<file path="src/rtl/uart_buf_core_if.sv">
// ---------------------------------------------------------------------------
// uart_buf_core_if
// Bus-side handshake bundle for uart_buf_core.
//   tx_data  / tx_valid / tx_ready : push channel into the TX FIFO
//   rx_data  / rx_valid / rx_ready : pop channel out of the RX FIFO (show-ahead)
// master = bus-side register logic, slave = the UART core.
// ---------------------------------------------------------------------------
interface uart_buf_core_if #(
    parameter int DATA_W = 8
);
    logic [DATA_W-1:0] tx_data;
    logic              tx_valid;
    logic              tx_ready;
    logic [DATA_W-1:0] rx_data;
    logic              rx_valid;
    logic              rx_ready;

    modport master (
        output tx_data, tx_valid, rx_ready,
        input  tx_ready, rx_data, rx_valid
    );

    modport slave (
        input  tx_data, tx_valid, rx_ready,
        output tx_ready, rx_data, rx_valid
    );
endinterface

</file>
<file path="src/rtl/uart_buf_core.sv">
// ---------------------------------------------------------------------------
// uart_buf_core
// Buffered UART transceiver: TX FIFO -> TX frame FSM -> tx pin, and
// rx pin -> 2-flop synchroniser -> mid-bit sampling RX FSM -> RX FIFO.
//
// Ports:
//   clk, rst        : system clock, synchronous active-high reset
//   bus (slave)     : tx_data/tx_valid/tx_ready push, rx_data/rx_valid/rx_ready pop
//   rx              : asynchronous serial input
//   tx              : registered serial output, idle high
//   tx_busy         : TX FSM not idle
//   tx_end          : pulse in the last cycle of every stop bit
//   rx_frame_err    : pulse when a stop bit samples 0
//   rx_parity_err   : pulse on parity mismatch (0 when parity is disabled)
//   rx_overflow     : pulse when a good frame is dropped on a full RX FIFO
//
// Build option: define UART_PARITY_EN to insert a parity bit after the data
// bits (even parity, or odd when PARITY_ODD = 1).
// ---------------------------------------------------------------------------
module uart_buf_core #(
    parameter int CLK_HZ     = 50_000_000,
    parameter int BAUD       = 9600,
    parameter int DATA_W     = 8,
    parameter int FIFO_DEPTH = 16,
    parameter int PARITY_ODD = 0
) (
    input  logic           clk,
    input  logic           rst,
    uart_buf_core_if.slave bus,
    input  logic           rx,
    output logic           tx,
    output logic           tx_busy,
    output logic           tx_end,
    output logic           rx_frame_err,
    output logic           rx_parity_err,
    output logic           rx_overflow
);
    localparam int BIT_CNT = CLK_HZ / BAUD;
    localparam int AW      = $clog2(FIFO_DEPTH);
    localparam int CW      = $clog2(BIT_CNT);
    localparam int BW      = $clog2(DATA_W);

    localparam logic [CW-1:0] LAST_CNT = CW'(BIT_CNT - 1);
    localparam logic [CW-1:0] PRE_CNT  = CW'(BIT_CNT - 2);
    localparam logic [CW-1:0] HALF_CNT = CW'(BIT_CNT / 2 - 1);
    localparam logic [CW-1:0] CNT_ONE  = CW'(1);
    localparam logic [BW-1:0] LAST_BIT = BW'(DATA_W - 1);
    localparam logic [BW-1:0] BIT_ONE  = BW'(1);
    localparam logic [AW:0]   PTR_ONE  = (AW+1)'(1);

`ifdef UART_PARITY_EN
    localparam logic PAR_SENSE = (PARITY_ODD != 0);
`endif

    typedef enum logic [2:0] {
        S_IDLE,
        S_START,
        S_DATA,
`ifdef UART_PARITY_EN
        S_PARITY,
`endif
        S_STOP
    } state_t;

    // ---------------------------------------------------------------- TX FIFO
    logic [DATA_W-1:0] tx_mem [FIFO_DEPTH];
    logic [AW:0]       tx_wptr_reg, tx_rptr_reg;
    logic              tx_empty, tx_full, tx_push;
    logic [DATA_W-1:0] tx_head;

    assign tx_empty     = (tx_wptr_reg == tx_rptr_reg);
    assign tx_full      = (tx_wptr_reg[AW] != tx_rptr_reg[AW]) &&
                          (tx_wptr_reg[AW-1:0] == tx_rptr_reg[AW-1:0]);
    assign tx_push      = bus.tx_valid && !tx_full;
    assign bus.tx_ready = !tx_full;
    assign tx_head      = tx_mem[tx_rptr_reg[AW-1:0]];

    always_ff @(posedge clk) begin
        if (tx_push && !rst) begin
            tx_mem[tx_wptr_reg[AW-1:0]] <= bus.tx_data;
        end
    end

    always_ff @(posedge clk) begin
        if (rst) begin
            tx_wptr_reg <= '0;
        end else if (tx_push) begin
            tx_wptr_reg <= tx_wptr_reg + PTR_ONE;
        end
    end

    // ----------------------------------------------------------------- TX FSM
    state_t            tx_state_reg;
    logic [CW-1:0]     tx_cnt_reg;
    logic [BW-1:0]     tx_bit_reg;
    logic [DATA_W-1:0] tx_shift_reg;
    logic              tx_reg, tx_end_reg;
`ifdef UART_PARITY_EN
    logic              tx_par_reg;
`endif

    always_ff @(posedge clk) begin
        if (rst) begin
            tx_state_reg <= S_IDLE;
            tx_cnt_reg   <= '0;
            tx_bit_reg   <= '0;
            tx_shift_reg <= '0;
            tx_reg       <= 1'b1;
            tx_end_reg   <= 1'b0;
            tx_rptr_reg  <= '0;
`ifdef UART_PARITY_EN
            tx_par_reg   <= 1'b0;
`endif
        end else begin
            tx_end_reg <= 1'b0;
            case (tx_state_reg)
                S_IDLE: begin
                    if (!tx_empty) begin
                        tx_shift_reg <= tx_head;
                        tx_rptr_reg  <= tx_rptr_reg + PTR_ONE;
`ifdef UART_PARITY_EN
                        tx_par_reg   <= (^tx_head) ^ PAR_SENSE;
`endif
                        tx_reg       <= 1'b0;
                        tx_cnt_reg   <= '0;
                        tx_state_reg <= S_START;
                    end
                end
                S_START: begin
                    if (tx_cnt_reg == LAST_CNT) begin
                        tx_cnt_reg   <= '0;
                        tx_bit_reg   <= '0;
                        tx_reg       <= tx_shift_reg[0];
                        tx_shift_reg <= tx_shift_reg >> 1;
                        tx_state_reg <= S_DATA;
                    end else begin
                        tx_cnt_reg <= tx_cnt_reg + CNT_ONE;
                    end
                end
                S_DATA: begin
                    if (tx_cnt_reg == LAST_CNT) begin
                        tx_cnt_reg <= '0;
                        if (tx_bit_reg == LAST_BIT) begin
`ifdef UART_PARITY_EN
                            tx_reg       <= tx_par_reg;
                            tx_state_reg <= S_PARITY;
`else
                            tx_reg       <= 1'b1;
                            tx_state_reg <= S_STOP;
`endif
                        end else begin
                            tx_bit_reg   <= tx_bit_reg + BIT_ONE;
                            tx_reg       <= tx_shift_reg[0];
                            tx_shift_reg <= tx_shift_reg >> 1;
                        end
                    end else begin
                        tx_cnt_reg <= tx_cnt_reg + CNT_ONE;
                    end
                end
`ifdef UART_PARITY_EN
                S_PARITY: begin
                    if (tx_cnt_reg == LAST_CNT) begin
                        tx_cnt_reg   <= '0;
                        tx_reg       <= 1'b1;
                        tx_state_reg <= S_STOP;
                    end else begin
                        tx_cnt_reg <= tx_cnt_reg + CNT_ONE;
                    end
                end
`endif
                S_STOP: begin
                    // Registered pulse: set one cycle early so it is high
                    // exactly during the final stop-bit cycle.
                    if (tx_cnt_reg == PRE_CNT) begin
                        tx_end_reg <= 1'b1;
                    end
                    if (tx_cnt_reg == LAST_CNT) begin
                        tx_cnt_reg   <= '0;
                        tx_state_reg <= S_IDLE;
                    end else begin
                        tx_cnt_reg <= tx_cnt_reg + CNT_ONE;
                    end
                end
                default: tx_state_reg <= S_IDLE;
            endcase
        end
    end

    assign tx      = tx_reg;
    assign tx_end  = tx_end_reg;
    assign tx_busy = (tx_state_reg != S_IDLE);

    // ------------------------------------------------------------ RX input
    logic rx_meta_reg, rx_sync_reg;

    always_ff @(posedge clk) begin
        if (rst) begin
            rx_meta_reg <= 1'b1;
            rx_sync_reg <= 1'b1;
        end else begin
            rx_meta_reg <= rx;
            rx_sync_reg <= rx_meta_reg;
        end
    end

    // ---------------------------------------------------------------- RX FIFO
    logic [DATA_W-1:0] rx_mem [FIFO_DEPTH];
    logic [AW:0]       rx_wptr_reg, rx_rptr_reg;
    logic              rx_empty, rx_full, rx_pop, rx_push, rx_stop_done;
    logic [DATA_W-1:0] rx_shift_reg;

    assign rx_empty     = (rx_wptr_reg == rx_rptr_reg);
    assign rx_full      = (rx_wptr_reg[AW] != rx_rptr_reg[AW]) &&
                          (rx_wptr_reg[AW-1:0] == rx_rptr_reg[AW-1:0]);
    assign rx_pop       = !rx_empty && bus.rx_ready;
    assign bus.rx_valid = !rx_empty;
    assign bus.rx_data  = rx_mem[rx_rptr_reg[AW-1:0]];

    state_t        rx_state_reg;
    logic [CW-1:0] rx_cnt_reg;
    logic [BW-1:0] rx_bit_reg;
    logic          rx_par_ok;
    logic          rx_frame_err_reg, rx_overflow_reg;

`ifdef UART_PARITY_EN
    logic rx_par_reg, rx_parity_err_reg;
    assign rx_par_ok     = (rx_par_reg == ((^rx_shift_reg) ^ PAR_SENSE));
    assign rx_parity_err = rx_parity_err_reg;
`else
    assign rx_par_ok     = 1'b1;
    assign rx_parity_err = 1'b0;
`endif

    assign rx_stop_done = (rx_state_reg == S_STOP) && (rx_cnt_reg == LAST_CNT);
    // A full FIFO still accepts the frame when a pop frees a slot this cycle.
    assign rx_push      = rx_stop_done && rx_sync_reg && rx_par_ok && (!rx_full || rx_pop);

    always_ff @(posedge clk) begin
        if (rx_push && !rst) begin
            rx_mem[rx_wptr_reg[AW-1:0]] <= rx_shift_reg;
        end
    end

    always_ff @(posedge clk) begin
        if (rst) begin
            rx_wptr_reg <= '0;
            rx_rptr_reg <= '0;
        end else begin
            if (rx_push) rx_wptr_reg <= rx_wptr_reg + PTR_ONE;
            if (rx_pop)  rx_rptr_reg <= rx_rptr_reg + PTR_ONE;
        end
    end

    // ----------------------------------------------------------------- RX FSM
    always_ff @(posedge clk) begin
        if (rst) begin
            rx_state_reg     <= S_IDLE;
            rx_cnt_reg       <= '0;
            rx_bit_reg       <= '0;
            rx_shift_reg     <= '0;
            rx_frame_err_reg <= 1'b0;
            rx_overflow_reg  <= 1'b0;
`ifdef UART_PARITY_EN
            rx_par_reg        <= 1'b0;
            rx_parity_err_reg <= 1'b0;
`endif
        end else begin
            rx_frame_err_reg <= 1'b0;
            rx_overflow_reg  <= 1'b0;
`ifdef UART_PARITY_EN
            rx_parity_err_reg <= 1'b0;
`endif
            case (rx_state_reg)
                S_IDLE: begin
                    if (!rx_sync_reg) begin
                        rx_cnt_reg   <= '0;
                        rx_state_reg <= S_START;
                    end
                end
                S_START: begin
                    // Half a bit in: a line that is high again was a glitch.
                    if (rx_cnt_reg == HALF_CNT) begin
                        rx_cnt_reg <= '0;
                        rx_bit_reg <= '0;
                        rx_state_reg <= rx_sync_reg ? S_IDLE : S_DATA;
                    end else begin
                        rx_cnt_reg <= rx_cnt_reg + CNT_ONE;
                    end
                end
                S_DATA: begin
                    if (rx_cnt_reg == LAST_CNT) begin
                        rx_cnt_reg   <= '0;
                        rx_shift_reg <= {rx_sync_reg, rx_shift_reg[DATA_W-1:1]};
                        if (rx_bit_reg == LAST_BIT) begin
`ifdef UART_PARITY_EN
                            rx_state_reg <= S_PARITY;
`else
                            rx_state_reg <= S_STOP;
`endif
                        end else begin
                            rx_bit_reg <= rx_bit_reg + BIT_ONE;
                        end
                    end else begin
                        rx_cnt_reg <= rx_cnt_reg + CNT_ONE;
                    end
                end
`ifdef UART_PARITY_EN
                S_PARITY: begin
                    if (rx_cnt_reg == LAST_CNT) begin
                        rx_cnt_reg   <= '0;
                        rx_par_reg   <= rx_sync_reg;
                        rx_state_reg <= S_STOP;
                    end else begin
                        rx_cnt_reg <= rx_cnt_reg + CNT_ONE;
                    end
                end
`endif
                S_STOP: begin
                    if (rx_stop_done) begin
                        rx_cnt_reg   <= '0;
                        rx_state_reg <= S_IDLE;
                        if (!rx_sync_reg) begin
                            rx_frame_err_reg <= 1'b1;
                        end
`ifdef UART_PARITY_EN
                        else if (!rx_par_ok) begin
                            rx_parity_err_reg <= 1'b1;
                        end
`endif
                        else if (rx_full && !rx_pop) begin
                            rx_overflow_reg <= 1'b1;
                        end
                    end else begin
                        rx_cnt_reg <= rx_cnt_reg + CNT_ONE;
                    end
                end
                default: rx_state_reg <= S_IDLE;
            endcase
        end
    end

    assign rx_frame_err = rx_frame_err_reg;
    assign rx_overflow  = rx_overflow_reg;
endmodule

</file>
<file path="src/flat_wrapper.sv">
// flat-port wrapper written by rule: the top's interface ports become plain ports
module uart_buf_core_flat 
#(
    parameter int CLK_HZ     = 50_000_000,
    parameter int BAUD       = 9600,
    parameter int DATA_W     = 8,
    parameter int FIFO_DEPTH = 16,
    parameter int PARITY_ODD = 0
)
  (clk, rst, rx, tx, tx_busy, tx_end, rx_frame_err, rx_parity_err, rx_overflow, bus_tx_data, bus_tx_valid, bus_rx_ready, bus_tx_ready, bus_rx_data, bus_rx_valid);
  uart_buf_core_if #(.DATA_W(DATA_W)) bus_i ();
  input  logic clk;
  input  logic rst;
  input  logic rx;
  output logic tx;
  output logic tx_busy;
  output logic tx_end;
  output logic rx_frame_err;
  output logic rx_parity_err;
  output logic rx_overflow;
  input wire logic [$bits(bus_i.tx_data)-1:0] bus_tx_data;
  input wire logic [$bits(bus_i.tx_valid)-1:0] bus_tx_valid;
  input wire logic [$bits(bus_i.rx_ready)-1:0] bus_rx_ready;
  output wire logic [$bits(bus_i.tx_ready)-1:0] bus_tx_ready;
  output wire logic [$bits(bus_i.rx_data)-1:0] bus_rx_data;
  output wire logic [$bits(bus_i.rx_valid)-1:0] bus_rx_valid;
  assign bus_i.tx_data = bus_tx_data;
  assign bus_i.tx_valid = bus_tx_valid;
  assign bus_i.rx_ready = bus_rx_ready;
  assign bus_tx_ready = bus_i.tx_ready;
  assign bus_rx_data = bus_i.rx_data;
  assign bus_rx_valid = bus_i.rx_valid;
  uart_buf_core #(.CLK_HZ(CLK_HZ), .BAUD(BAUD), .DATA_W(DATA_W), .FIFO_DEPTH(FIFO_DEPTH), .PARITY_ODD(PARITY_ODD)) u_core (.clk(clk), .rst(rst), .bus(bus_i), .rx(rx), .tx(tx), .tx_busy(tx_busy), .tx_end(tx_end), .rx_frame_err(rx_frame_err), .rx_parity_err(rx_parity_err), .rx_overflow(rx_overflow));
endmodule
</file>
<file path="config.mk">
export PLATFORM = sky130hd
export DESIGN_NAME = uart_buf_core_flat
export DESIGN_NICKNAME = d
export VERILOG_FILES = /design/src/rtl/uart_buf_core_if.sv /design/src/rtl/uart_buf_core.sv /design/src/flat_wrapper.sv
export SDC_FILE = /design/constraint.sdc
export NUM_CORES = 1
export LEC_CHECK = 0
export BUFFER_PORTS_ARGS = -buffer_cell sky130_fd_sc_hd__buf_2
export CAP_MARGIN = 0
export CORE_ASPECT_RATIO = 2
export CORE_MARGIN = 5
export CORE_UTILIZATION = 45
export DETAILED_ROUTE_END_ITERATION = 12
export PLACE_DENSITY = 0.63
export SKIP_LAST_GASP = 1
export SYNTH_ARGS = -nofsm -noshare
export SYNTH_HDL_FRONTEND = slang
export SYNTH_SLANG_ARGS = --single-unit
</file>
<file path="constraint.sdc">
create_clock -name clk -period 4.45 [get_ports clk]
set_input_delay 0.6675 -clock clk [delete_from_list [all_inputs] [get_ports clk]]
set_output_delay 0.6675 -clock clk [all_outputs]
set_load 0.01 [all_outputs]
</file>
Word level (Yosys, flattened, before mapping)

Memories as Yosys holds them, arrays and structs flattened. A register that Yosys moved wholly into a read port is not among the register bits.
Index checks and enable logic that the tools add are counted.

Reductions and logical operators: 38
Equal/unequal tests: 30
Muxes and demuxes: 49
Bitwise logic cells: 5
$add $sub $neg: 8

Operator list:

| operator              | number |
|---|---|
| $mux 13               | 6 |
| $pmux 13 s4           | 1 |
| $mux 3                | 15 |
| $eq 13x13->1 const B  | 3 |
| $mux 8                | 4 |
| $add 13x1->13 const B | 2 |
| $pmux 13 s2           | 1 |
| $pmux 3 s4            | 2 |
| $pmux 8 s3            | 1 |
| $add 5x1->5 const B   | 4 |
| $mux 4                | 4 |
| $ne 2x1->1 const B    | 8 |
| $reduce_and 5->1      | 3 |
| $eq 13x12->1 const B  | 1 |
| $eq 3x2->1 const B    | 4 |
| $pmux 3 s2            | 2 |
| $reduce_and 4->1      | 3 |
| $mux 1                | 11 |
| $eq 5x5->1            | 2 |
| $logic_and 1x1->1     | 10 |
| $eq 4x4->1            | 2 |
| $ne 2x2->1 const B    | 4 |
| $reduce_and 2->1      | 4 |
| $add 3x1->3 const B   | 2 |
| 15 further kinds      | 31 |

Memories: 2
Output and inout port bits: 16
Word-level logic and storage cells: 150
RAM bits: 256
Register bits after elaboration: 80
Bits of input ports: 13

Memories:

| name          | words | bits a word | rd ports | clocked after Yosys merged registers in | wr ports | line                 | text |
|---|---|---|---|---|---|---|---|
| u_core.rx_mem | 16    | 8           | 1        | 1                                       | 1        | uart_buf_core.sv:207 | `logic [DATA_W-1:0] rx_mem [FIFO_DEPTH];` |
| u_core.tx_mem | 16    | 8           | 1        | 1                                       | 1        | uart_buf_core.sv:66  | `logic [DATA_W-1:0] tx_mem [FIFO_DEPTH];` |

Longest topological paths before layout

Gate-level depths: netlist of run 1.

Word-level depth: 8
Gate-level depth with buffers: 8
Mapped depth without buffers: 7

Least setup slack after synthesis of run 1

Ideal clock, no wire load.

Path kind: reg2reg
Start: reg u_core.rx_cnt_reg[0]
End: mem u_core.rx_mem[3][0] (enable)
Period minus slack after synthesis: 2574 ps
Slack: 1876 ps
Required time: 4067 ps
Cell stages (with the launch flop): 7
Setup time: 383 ps
Buffers on the path: 0
Arrival time: 2190 ps
Path through: dfxtp_1 ha_1 nor4bb_1 nand3_1 a211oi_1 nand2_1 nor3_1

Longest elaborated chain between the ends: 7

RTL lines:

| element                        | line                 | text |
|---|---|---|
| from (decl)                    | uart_buf_core.sv:220 | `logic [CW-1:0] rx_cnt_reg;` |
| from (signal assigned)         | uart_buf_core.sv:287 | `rx_cnt_reg <= rx_cnt_reg + CNT_ONE;` |
| from (signal assigned)         | uart_buf_core.sv:304 | `rx_cnt_reg <= rx_cnt_reg + CNT_ONE;` |
| from (signal assigned)         | uart_buf_core.sv:334 | `rx_cnt_reg <= rx_cnt_reg + CNT_ONE;` |
| $eq 13x13->1                   | uart_buf_core.sv:234 | `assign rx_stop_done = (rx_state_reg == S_STOP) && (rx_cnt_reg == LAST_CNT);` |
| $logic_and 1x1->1              | uart_buf_core.sv:234 |  |
| $logic_and 1x1->1 (2 in a row) | uart_buf_core.sv:236 | `assign rx_push = rx_stop_done && rx_sync_reg && rx_par_ok && (!rx_full \|\| rx_pop);` |
| $logic_and 1x1->1              | uart_buf_core.sv:239 | `if (rx_push && !rst) begin` |
| $mux 1                         | uart_buf_core.sv:239 |  |
| $mux 1 (implied by the code)   | uart_buf_core.sv:240 | `rx_mem[rx_wptr_reg[AW-1:0]] <= rx_shift_reg;` |
| to (decl)                      | uart_buf_core.sv:207 |  |

Every way passes these cells.

==> metrics.sh, run 1 <==
STATUS='finished clean'
POWER_FRAC_COMB_PCT=12.1
SETUP_BUFS_POST_CTS=0
POST_ROUTE_CELLS_DRIVE_ABOVE_1_SHARE_PCT=19.4
YS_SEQ_ELEMENTS=342
MAX_FREQ_MHz=285
WORST_HOLD_PATH_TYPE='input pin to register'
SYNTH_SEQUENTIAL_AREA_RATIO_PCT=66.7
FIRST_GLOBAL_VIAS=8028
POWER_SWITCHING_mW=1.75
SYN_INST=898
CP-START-KIND='register'
CTS_ROOT_BUFFER='clkbuf_16'
FINISH.UTILIZATION_PCT=51.0
REQUIRED_TIME_AT_THE_WORST_SLACK_ENDPOINT_NS=3.78
INPUT_OUTPUT_BUFFERS=27
POSTSYNTH.TOPFLOPCELL='edfxtp_1'
FINALWORSTPATHREQUIREDPERIOD_NS=3.51
POWER.SHARE.CLOCK_PCT=38.4
USE_MET3_PCT=2.26
CTS.SINK_COUNT=342
GP_CONGESTION=0.816
CRIT_PATH_FREQUENT_CELL='mux4_2'
TIMING.FINAL.MAX_SLEW_VIOLATIONS=0
MAX_SLEW_MARGIN_PCT=38.5
POST_SYNTH_MUX_AREA_SHARE_PCT=13.4
WORST_SETUP_HOLD_PATH_CLK_SLEW_NS=0.07
FP.DIEH_UM=260
ANT_NETS=0
SYN_NETS=934
CRITICAL_PATH_DEPTH=4
SYNTH_AREA_PER_CELL_UM2=15.7
XOR_XNOR_FRACTION_OF_SYNTH_AREA_PCT=1.74
END_KIND='output port'
RSZ0062_AT_GRT='no'
GLOBAL_ROUTE.USAGE.MET2_PCT=37.4
WORST_PATH_DOMINANT_CELL_FAMILY='multiplexers'
HOLD_START='rx'
REPORT.FINAL.HOLD_VIOL_COUNT=0
USE_MET1_PCT=16.3
P_INT_mW=5.44
ROW_COUNT=91
YOSYSWARNINGS=0
GLOBAL_ROUTE.PEAK_USAGE_LAYER='met2'
NUMBER_OF_DISTINCT_LIBRARY_CELLS_AFTER_SYNTHESIS=61
ANTENNA_CELLS=0
POWER.IR.VDD_WORST_mV=0.416
PER_CELL_ROUTED_WIRE_LENGTH_UM=22.9
TIMING.FINAL.CRIT_SHARE_PCT=79.0
SLOWEST_STAGE_DELAY_ON_CRITICAL_PATH_NS=0.70
CP.ARRIVAL_NS=2.85
DRT_ITER0_DRC=352
ANTENNA_FOUND_INITIAL=0
CTS_MADE_BUFFERS=29
DESIGN.DIE.AREA_UM2=35200
MAX_ROOT_SINK_BUFFERS=3
ASYNC_RESET_FF_SHARE_PCT=0
WORST-SLEW-PIN-TRANSITION_NS=0.920
MAX_CAPACITANCE_VIOLATION_COUNT=0
QUANTITY_OF_HOLD_FIXING_BUFFERS_ADDED_AFTER_CTS=0
VIAS=7639
SYNTH_FA_HA_AREA_SHARE_PCT=2.04
SEQUENTIALPOWERSHARE_PCT=49.6
POST-SYNTH-TOP-AREA-FRACTION_PCT=54.5
R2R_SETUP_SLACK_NS=1.32
WORST_SKEW_PAIR.LATE_LATENCY_NS=0.57
START_UTIL_PCT=45.7
MIN_PATH_CELLS=2
WORSTPATHMAXFANOUT=15
POST_SYNTH_AND_OR_NAND_NOR_AREA_FRACTION_PCT=8.30
DR.PASS1.ITERS=5
TRITONCTS='yes'
GRT_MAX_DEGREE=49
CLOCK-SKEW-FINAL_NS=0.0219
SYNTH-EDFF-COUNT=256
WORSTREG2REGSTART='u_core.tx_wptr_reg[3]'
GRT_PASS1_WL_MM=47.8
GLOBAL_ROUTE.OVERFLOW_TOTAL=0
CP.BUFFERS_INVERTERS=2
POST_CTS.RESIZED_INSTANCES=0
SYNTH_TOP_CELL_BY_AREA='edfxtp_1'
IO_PINS=29
CORE_AREA_UM2=30900
POST-ROUTE-DRC-COUNT=0
TOTAL_POWER_PER_UNIT_CELL_AREA_nW_PER_UM2=457
DP_HPWL_MM=22.8
GRT_UTIL_ALL_LAYERS_PCT=18.2
YOSYS-TOP-CELLS-AREA='edfxtp_1, dfxtp_1, mux4_2, ha_1, nor2_1'
FP.DIEW_UM=135
TIMING.SETUP.TNS_NS=0
SETUP_VIOL=0
FLOW.AREA_GROWTH_FROM_SYNTHESIS_PCT=11.6
DRT-TOTAL-WL_MM=31.2
SYNTH_TOP_FAMILY_BY_AREA='multiplexers'
CRIT-REG2REG-CAPTURE='u_core.tx_mem[9][0]'
CRIT_PATH_CELL_TRACE='buf_4 -> mux4_2 -> mux4_2 -> buf_2'
SYN-CELL-AREA_UM2=14100
POWER.LEAKAGE_nW=5.03
R2R.WORST_PATH.CELLS=5
WORSTSETUPPATHTYPE='register to output port'
SYNTH_COMPOUND_AREA_SHARE_PCT=5.86
VIA_PER_INST=5.60
SW_SHARE_PCT=24.4
NUM-NETS-FINAL=961
MIN_TO='u_core.rx_meta_reg'
TIMING.CRITICAL_PATH.SLOWEST_STAGE_CELL='dfxtp_2'
CLOCK_H_TREE_LEVELS=1
## cells in the final DEF (no fill, tap or decap), types with 9 or more instances in the layout
cell type,n
edfxtp_1,256
dfxtp_1,84
mux4_2,72
nor2_1,69
nand2_1,38
a21oi_1,31
clkbuf_16,29
buf_2,27
mux2i_1,25
ha_1,23
buf_4,18
o21ai_0,17
inv_1,16
xnor2_1,15
xor2_1,13
nor3_1,12
nand3_1,12
nand2b_1,11
o211ai_1,11
nand4_1,10
a311oi_1,10
a211oi_1,9
## through the flow
stage	instance area (um^2)	setup WS [ns]	total power, mW	cells	hold slack (ns)
floorplan	14100	1.88	4.27	898	0.389
global placement	14700	1.47	4.51	1312	0.398
detailed placement	14700	1.37	4.52	1312	0.395
CTS	15700	0.843	7.28	1365	0.268
global route	15700	0.764	7.48	1365	0.272
finish	15700	0.935	7.19	1365	0.293
## per-layer routing
metal / wire length [um] / part of all wire, %
met2: 18800 / 60
met5: 0 / 0
met1: 9610 / 31
met4: 1840 / 5.9
met3: 985 / 3.2
## cell type report
| cell class | count | area, um^2 |
|---|---|---|
| Timing Repair Buffer | 45 | 270 |
| Inverter | 16 | 60.1 |
| Sequential cell | 342 | 9410 |
| Clock inverter | 19 | 265 |
| Multi-Input combinational cell | 491 | 4430 |
| Fill cell | 2573 | 15100 |
| Clock buffer | 34 | 774 |
| Tap cell | 418 | 523 |
## power by group through the flow
stage	logic [mW]	registers [mW]	clock network (mW)
after CTS	0.884	3.56	2.83
after global placement	0.874	3.64	0
after detailed placement	0.881	3.63	0
after global routing	0.943	3.58	2.96
final	0.868	3.56	2.76
after floorplan	0.678	3.59	0
## logic make-up (layout without fill, tap and decap cells)
| kind of cell | count (synthesis) | count (layout) |
|---|---|---|
| and+or+nand+nor | 221 | 221 |
| DFF | 342 | 342 |
| adders and majority gates | 23 | 23 |
| AOI/OAI and AO/OA | 119 | 119 |
| buffers and inverters | 65 | 114 |
| other | 1 | 1 |
| xor gates and xnor gates | 28 | 28 |
| muxes | 99 | 99 |
## cells in the mapped netlist, types with 6 or more instances
master / number
edfxtp_1: 256
dfxtp_1: 86
mux4_2: 72
nor2_1: 69
nand2_1: 38
a21oi_1: 31
clkbuf_1: 30
mux2i_1: 25
ha_1: 23
o21ai_0: 17
inv_1: 16
xnor2_1: 15
buf_2: 13
nor3_1: 13
xor2_1: 13
nand3_1: 12
nand2b_1: 11
o211ai_1: 11
a311oi_1: 10
nand4_1: 10
a211oi_1: 9
and3_1: 8
o2bb2ai_1: 8
o31ai_1: 8
or3_1: 7
or4_1: 7
nor2b_1: 6
nor4_1: 6
nor4bb_1: 6
## worst max path at each step
stage / slack, ns / end / start
2_1_floorplan: 1.88 / u_core.rx_mem[3][0] / u_core.rx_cnt_reg[0]
3_3_place_gp: 1.47 / bus_rx_data[0] / register
3_5_place_dp: 1.37 / u_core.tx_mem[9][0] / u_core.tx_wptr_reg[3]
4_1_cts: 0.84 / bus_rx_data[0] / register
5_1_grt: 0.76 / bus_rx_data[0] / register
6_report: 0.94 / bus_rx_data[0] / register
(Power assumes the default switching activity.)
==> run 2: changes to the inputs <==
ABC_AREA = 1   (was not set)
clock period = 3.3 ns   (was 4.45 ns; I/O delays follow)
==> run 2 against run 1 <==
  * Sequential share of layout area fell by 3.5 points
  * Routed wire length up 9.8%
  * Synthesized area rose by 7.1%
  * Power grew 47%
  * Sequential power is 34% higher
  * Register-to-register slack got worse by 0.58 ns
  * Clock skew is 0.0083 ns lower
  * Sequential cell count did not move
  * Critical path type unchanged
==> metrics.sh, run 2 <==
FINAL_WORST_SETUP_SLACK_NS=0.386
GRT_MAX_DEGREE=65
CTS_ROOT_BUFFER='clkbuf_16'
CTS_MADE_BUFFERS=30
SYNTH_COMPOUND_AREA_SHARE_PCT=7.45
YS_SEQ_ELEMENTS=342
ANT_NETS=0
HOLD_SLACK_NS=0.112
POST_SYNTH_MUX_AREA_SHARE_PCT=2.12
POST-LAYOUT-TOTAL-POWER_mW=10.5
START_UTIL_PCT=45.2
SYN_INST=1481
FIRST_GLOBAL_VIAS=10200
POWER.IR.VDD_WORST_mV=0.390
POWER_SWITCHING_mW=3.19
SYN-CELL-AREA_UM2=15100
ROW_COUNT=95
FP.DIEH_UM=269
MOSTFREQUENTLAYOUTCELLS='nand2_1, edfxtp_1, inv_1'
WORST_SKEW_PAIR.LATE_LATENCY_NS=0.57
TIMING.FINAL.CRIT_SHARE_PCT=88.3
POST_ROUTE_CELLS_DRIVE_ABOVE_1_SHARE_PCT=9.48
TRITONCTS='yes'
WORST_SETUP_HOLD_PATH_CLK_SLEW_NS=0.06
SEQUENTIALPOWERSHARE_PCT=45.3
INPUT_OUTPUT_BUFFERS=27
P_INT_mW=7.35
TIMING.SETUP.TNS_NS=0
FP.DIEW_UM=140
MAX_ROOT_SINK_BUFFERS=3
POST-SYNTH-TOP-AREA-FRACTION_PCT=50.9
SYNTH_SEQUENTIAL_AREA_RATIO_PCT=62.3
GRT_PASS1_WL_MM=54.2
SYNTH_TOP_FAMILY_BY_AREA='simple AND/OR/NAND/NOR gates'
IO_PINS=29
VIA_PER_INST=5.15
FINALWORSTPATHREQUIREDPERIOD_NS=2.91
XOR_XNOR_FRACTION_OF_SYNTH_AREA_PCT=1.39
MAX_SLEW_MARGIN_PCT=28.6
DP_HPWL_MM=24.1
MAX_FREQ_MHz=343
WORSTPATHMAXFANOUT=31
DRT-TOTAL-WL_MM=34.3
SYNTH_AREA_PER_CELL_UM2=10.2
SYN_NETS=1517
POWER.LEAKAGE_nW=6.28
TIMING.CRITICAL_PATH.SLOWEST_STAGE_CELL='dfxtp_4'
GLOBAL_ROUTE.OVERFLOW_TOTAL=0
CP.ARRIVAL_NS=2.42
REPORT.FINAL.HOLD_VIOL_COUNT=0
WORSTSETUPPATHTYPE='register to output port'
YOSYS-TOP-CELLS-AREA='edfxtp_1, dfxtp_1, nand2_1, nand3_1, inv_1'
SYNTH_TOP_CELL_BY_AREA='edfxtp_1'
RSZ0062_AT_GRT='no'
SETUP_BUFS_POST_CTS=0
POWER.SHARE.CLOCK_PCT=34.3
ASYNC_RESET_FF_SHARE_PCT=0
END_KIND='output port'
POSTSYNTH.TOPFLOPCELL='edfxtp_1'
MAX_CAPACITANCE_VIOLATION_COUNT=0
FINISH.UTILIZATION_PCT=50.0
SYNTH_FA_HA_AREA_SHARE_PCT=1.91
SW_SHARE_PCT=30.2
FLOW.AREA_GROWTH_FROM_SYNTHESIS_PCT=10.6
TIMING.FINAL.MAX_SLEW_VIOLATIONS=0
VIAS=10100
CP-START-KIND='register'
SYNTH-EDFF-COUNT=256
GRT_UTIL_ALL_LAYERS_PCT=18.2
CLOCK-SKEW-FINAL_NS=0.0136
MOST_COMMON_CELL_AFTER_LAYOUT_FILL_AND_TAPS_ASIDE='nand2_1'
WORST_HOLD_PATH_TYPE='input pin to register'
WORST_PATH_DOMINANT_CELL_FAMILY='flip-flops'
DRT_ITER0_DRC=507
DR.PASS1.ITERS=5
CORE_AREA_UM2=33400
GP_CONGESTION=0.900
CRIT_PATH_CELL_TRACE='buf_4 -> mux2i_1 -> o21ai_0 -> o211ai_1 -> nand2_1 -> buf_2'
SYNTH.MOST_COMMON_CELL='nand2_1'
WORST-SLEW-PIN-TRANSITION_NS=1.07
YOSYSWARNINGS=0
NUM-NETS-FINAL=1542
CP.BUFFERS_INVERTERS=2
ANTENNA_CELLS=0
POST_SYNTH_AND_OR_NAND_NOR_AREA_FRACTION_PCT=18.1
DETAILEDPLACE.WORSTSLACK_NS=0.749
SLOWEST_STAGE_DELAY_ON_CRITICAL_PATH_NS=0.59
NUMBER_OF_DISTINCT_LIBRARY_CELLS_AFTER_SYNTHESIS=47
QUANTITY_OF_HOLD_FIXING_BUFFERS_ADDED_AFTER_CTS=0
DESIGN.DIE.AREA_UM2=37500
ANTENNA_FOUND_INITIAL=0
POWER_FRAC_COMB_PCT=20.4
CTS.SINK_COUNT=342
TOTAL_POWER_PER_UNIT_CELL_AREA_nW_PER_UM2=631
STATUS='finished clean'
POST-ROUTE-DRC-COUNT=0
SYNTHTOPCELLSBYCOUNT='nand2_1, edfxtp_1, inv_1, nand3_1, a21oi_1'
CLOCK_H_TREE_LEVELS=1
REQUIRED_TIME_AT_THE_WORST_SLACK_ENDPOINT_NS=2.80
POST_CTS.RESIZED_INSTANCES=0
SETUP_VIOL=0
PER_CELL_ROUTED_WIRE_LENGTH_UM=17.4
==> run 2: cell count changes after synthesis, sizes merged, moves of 10 or more <==
cell / change
a21oi: +60
a311oi: -10
buf: +17
inv: +167
mux4: -72
nand2: +284
nand2b: -11
nand3: +131
nand4: +10
nor2: +22
o211ai: +26
o21ai: +48
==> run 2: layout make-up <==
cell class | instances | area [um^2]
fill | 3023 | 16700
sequential | 342 | 9410
multi-input combinational | 891 | 4680
clock buffer | 36 | 795
inverter | 184 | 691
tap | 436 | 546
timing repair buffer | 57 | 360
clock inverter | 19 | 219
==> run 2: per-layer routing <==
| metal | GRT usage, % | wire, um |
|---|---|---|
| met1 | 17.2 | 11400 |
| met2 | 38.3 | 20500 |
| met3 | 1.85 | 907 |
| met4 | 8.15 | 1470 |
| met5 | 0 | 0 |
==> run 2: stage by stage <==
stage	cell area, um^2	cells
global placement	15700	1910
detailed placement	15700	1910
CTS	16700	1965
global route	16700	1965
finish	16700	1965
floorplan	15100	1481
==> run 2: power groups by stage <==
stage | sequential (mW) | combinational [mW] | clock (mW)
floorplan | 4.83 | 1.60 | 0
global placement | 4.86 | 2.15 | 0
detailed placement | 4.87 | 2.17 | 0
CTS | 4.77 | 2.17 | 3.70
global route | 4.78 | 2.38 | 3.88
finish | 4.77 | 2.15 | 3.62
==> run 2: cells by family (layout without fill, tap and decap cells) <==
| group | after synthesis | after routing |
|---|---|---|
| adder cells (fa/ha/maj) | 23 | 23 |
| AND/OR/NAND/NOR | 609 | 609 |
| XOR/XNOR | 24 | 24 |
| flip-flops | 342 | 342 |
| AO/OA/AOI/OAI | 202 | 202 |
| other | 1 | 1 |
| buffers and inverters | 248 | 296 |
| multiplexers | 32 | 32 |
==> run 2: final timing paths <==
| path | slack (ns) | start | cells past startpoint | end |
|---|---|---|---|---|
| max | 0.39 | register | 6 | bus_rx_data[1] |
| min | 0.11 | rx | 2 | u_core.rx_meta_reg |
| max reg2reg | 0.74 | u_core.rx_cnt_reg[0] | 9 | u_core.rx_mem[1][4] |
| min reg2reg | 0.41 | u_core.rx_meta_reg | 1 | u_core.rx_sync_reg |
==> run 3: changes to the inputs <==
GPL_TIMING_DRIVEN = 0   (was not set)
==> run 3 against run 2 <==
  * Critical path depth increased by 1
  * Cell count grew 1.8%
  * Fmax is 6.9% lower
==> metrics.sh, run 3 (synthesized netlist as in run 2, its figures left out) <==
TOTAL_POWER_PER_UNIT_CELL_AREA_nW_PER_UM2=631
GRT_UTIL_ALL_LAYERS_PCT=20.5
RSZ0062_AT_GRT='no'
CTS_MADE_BUFFERS=30
REPORT.FINAL.HOLD_VIOL_COUNT=0
MAX_ROOT_SINK_BUFFERS=3
CRIT_PATH_FREQUENT_CELL='clkbuf_1'
WORST_SKEW_PAIR.LATE_LATENCY_NS=0.57
GP_CONGESTION=0.924
WORSTSETUPPATHTYPE='register to output port'
ROW_COUNT=95
GRT_PASS1_WL_MM=59.0
TIMING.FINAL.MAX_SLEW_VIOLATIONS=0
WORST-SLEW-PIN-TRANSITION_NS=1.25
REQUIRED_TIME_AT_THE_WORST_SLACK_ENDPOINT_NS=2.80
WORST_HOLD_PATH_TYPE='input pin to register'
SETUP_VIOL=0
ANTENNA_FOUND_INITIAL=0
START_UTIL_PCT=45.2
ANTENNA_CELLS=0
USE_MET3_PCT=2.06
NUM-NETS-FINAL=1576
TIMING.FINAL.CRIT_SHARE_PCT=94.8
MOST_COMMON_CELL_AFTER_LAYOUT_FILL_AND_TAPS_ASIDE='nand2_1'
VIA_PER_INST=5.26
END_KIND='output port'
CP.BUFFERS_INVERTERS=4
GLOBAL_ROUTE.OVERFLOW_TOTAL=0
SLOWEST_STAGE_DELAY_ON_CRITICAL_PATH_NS=0.59
SETUP_BUFS_POST_CTS=0
PER_CELL_ROUTED_WIRE_LENGTH_UM=19.2
IO_PINS=29
FP.DIEH_UM=269
POWER.LEAKAGE_nW=6.28
FP.DIEW_UM=140
VIAS=10500
CTS.SINK_COUNT=342
FIRST_GLOBAL_VIAS=10700
DRT-TOTAL-WL_MM=38.4
CRIT_PATH_CELL_TRACE='clkbuf_1 -> inv_1 -> clkbuf_1 -> o21ai_0 -> o211ai_1 -> nand2_1 -> buf_2'
WORST_SETUP_HOLD_PATH_CLK_SLEW_NS=0.07
INPUT_OUTPUT_BUFFERS=26
STATUS='finished clean'
WORSTPATHMAXFANOUT=10
CRITICAL_PATH_DEPTH=7
USE_MET1_PCT=18.5
DRT_ITER0_DRC=604
CP-START-KIND='register'
WORST_SETUP_EP='bus_rx_data[3]'
WORSTREG2REGSTART='u_core.rx_cnt_reg[0]'
POWER.IR.VDD_WORST_mV=0.413
DR.PASS1.ITERS=5
R2R.WORST_PATH.CELLS=9
FINALWORSTPATHREQUIREDPERIOD_NS=3.13
POST_ROUTE_CELLS_DRIVE_ABOVE_1_SHARE_PCT=9.46
TIMING.SETUP.TNS_NS=0
CLOCK_H_TREE_LEVELS=1
R2R_SETUP_SLACK_NS=0.24
CLOCK-SKEW-FINAL_NS=0.0167
FLOW.AREA_GROWTH_FROM_SYNTHESIS_PCT=10.8
ANT_NETS=0
FINISH.UTILIZATION_PCT=50.1
CORE_AREA_UM2=33400
POST-ROUTE-DRC-COUNT=0
MAX_FREQ_MHz=320
FINISH.CELL_COUNT_WITHOUT_FILLERS=2000
TRITONCTS='yes'
QUANTITY_OF_HOLD_FIXING_BUFFERS_ADDED_AFTER_CTS=0
CP.ARRIVAL_NS=2.63
GLOBAL_ROUTE.PEAK_USAGE_LAYER='met2'
CRIT-REG2REG-CAPTURE='u_core.rx_mem[6][1]'
MOSTFREQUENTLAYOUTCELLS='nand2_1, edfxtp_1, inv_1'
GLOBAL_ROUTE.USAGE.MET2_PCT=41.9
WORST_PATH_DOMINANT_CELL_FAMILY='buffers and inverters'
MAX_SLEW_MARGIN_PCT=15.9
CTS_ROOT_BUFFER='clkbuf_16'
DP_HPWL_MM=27.8
POST_CTS.RESIZED_INSTANCES=0
FILLCELLCOUNT=3120
TIMING.CRITICAL_PATH.SLOWEST_STAGE_CELL='o21ai_0'
NUMPLACEDINSTANCES=1943
MAX_CAPACITANCE_VIOLATION_COUNT=0
DESIGN.DIE.AREA_UM2=37500
GRT_MAX_DEGREE=19
## run 3: cell types whose count changed in the layout (fill, tap and decap cells not counted), moves of 2 or more
| cell | delta |
|---|---|
| inv_6 | -2 |
| buf_4 | -25 |
| dfxtp_1 | +2 |
| buf_6 | +2 |
| clkbuf_1 | +29 |
| clkinv_4 | +3 |
| buf_2 | +24 |
| buf_1 | +2 |
| bufinv_16 | -3 |
## run 3: area by class of cell
class                      instances  area (um^2)  area share (%)
sequential                       342         9410            56.2
timing repair buffer              27          138           0.822
buffer                            64          317            1.89
tap                              436          546            3.26
clock buffer                      36          795            4.75
inverter                         184          691            4.13
multi-input combinational        891         4690            28.0
clock inverter                    20          155           0.927
## run 3: through the flow
| stage | worst slack, ns | hold WS [ns] | power, mW | area [um^2] |
|---|---|---|---|---|
| after detailed placement | 0.367 | 0.397 | 7.24 | 15800 |
| after floorplan | 1.19 | 0.389 | 6.43 | 15100 |
| final | 0.171 | 0.0985 | 10.6 | 16700 |
| after global placement | 0.387 | 0.394 | 7.22 | 15800 |
| after global routing | 0.0290 | 0.0935 | 11.1 | 16700 |
| after CTS | 0.186 | 0.0750 | 10.6 | 16700 |
## run 3: how the worst min path moves through the flow
stage | from | to | slack (ns) | depth (start not counted)
after floorplan | u_core.rx_meta_reg | u_core.rx_sync_reg | 0.39 | 1
after global placement | u_core.rx_meta_reg | u_core.rx_sync_reg | 0.39 | 1
after detailed placement | u_core.rx_meta_reg | u_core.rx_sync_reg | 0.40 | 1
after CTS | rx | u_core.rx_meta_reg | 0.08 | 2
after global routing | rx | u_core.rx_meta_reg | 0.09 | 2
final | rx | u_core.rx_meta_reg | 0.1 | 2
## run 3: routing by layer
layer,vias to the layer above,routed length [um]
met5,-,0
met4,0,2760
met3,120,1240
met2,253,22000
met1,5013,12400
li1,5137,-
## run 3: power breakdown
part	internal, mW	switching, mW
clock	1.82	1.60
combinational	0.700	1.70
sequential	4.68	0.0664
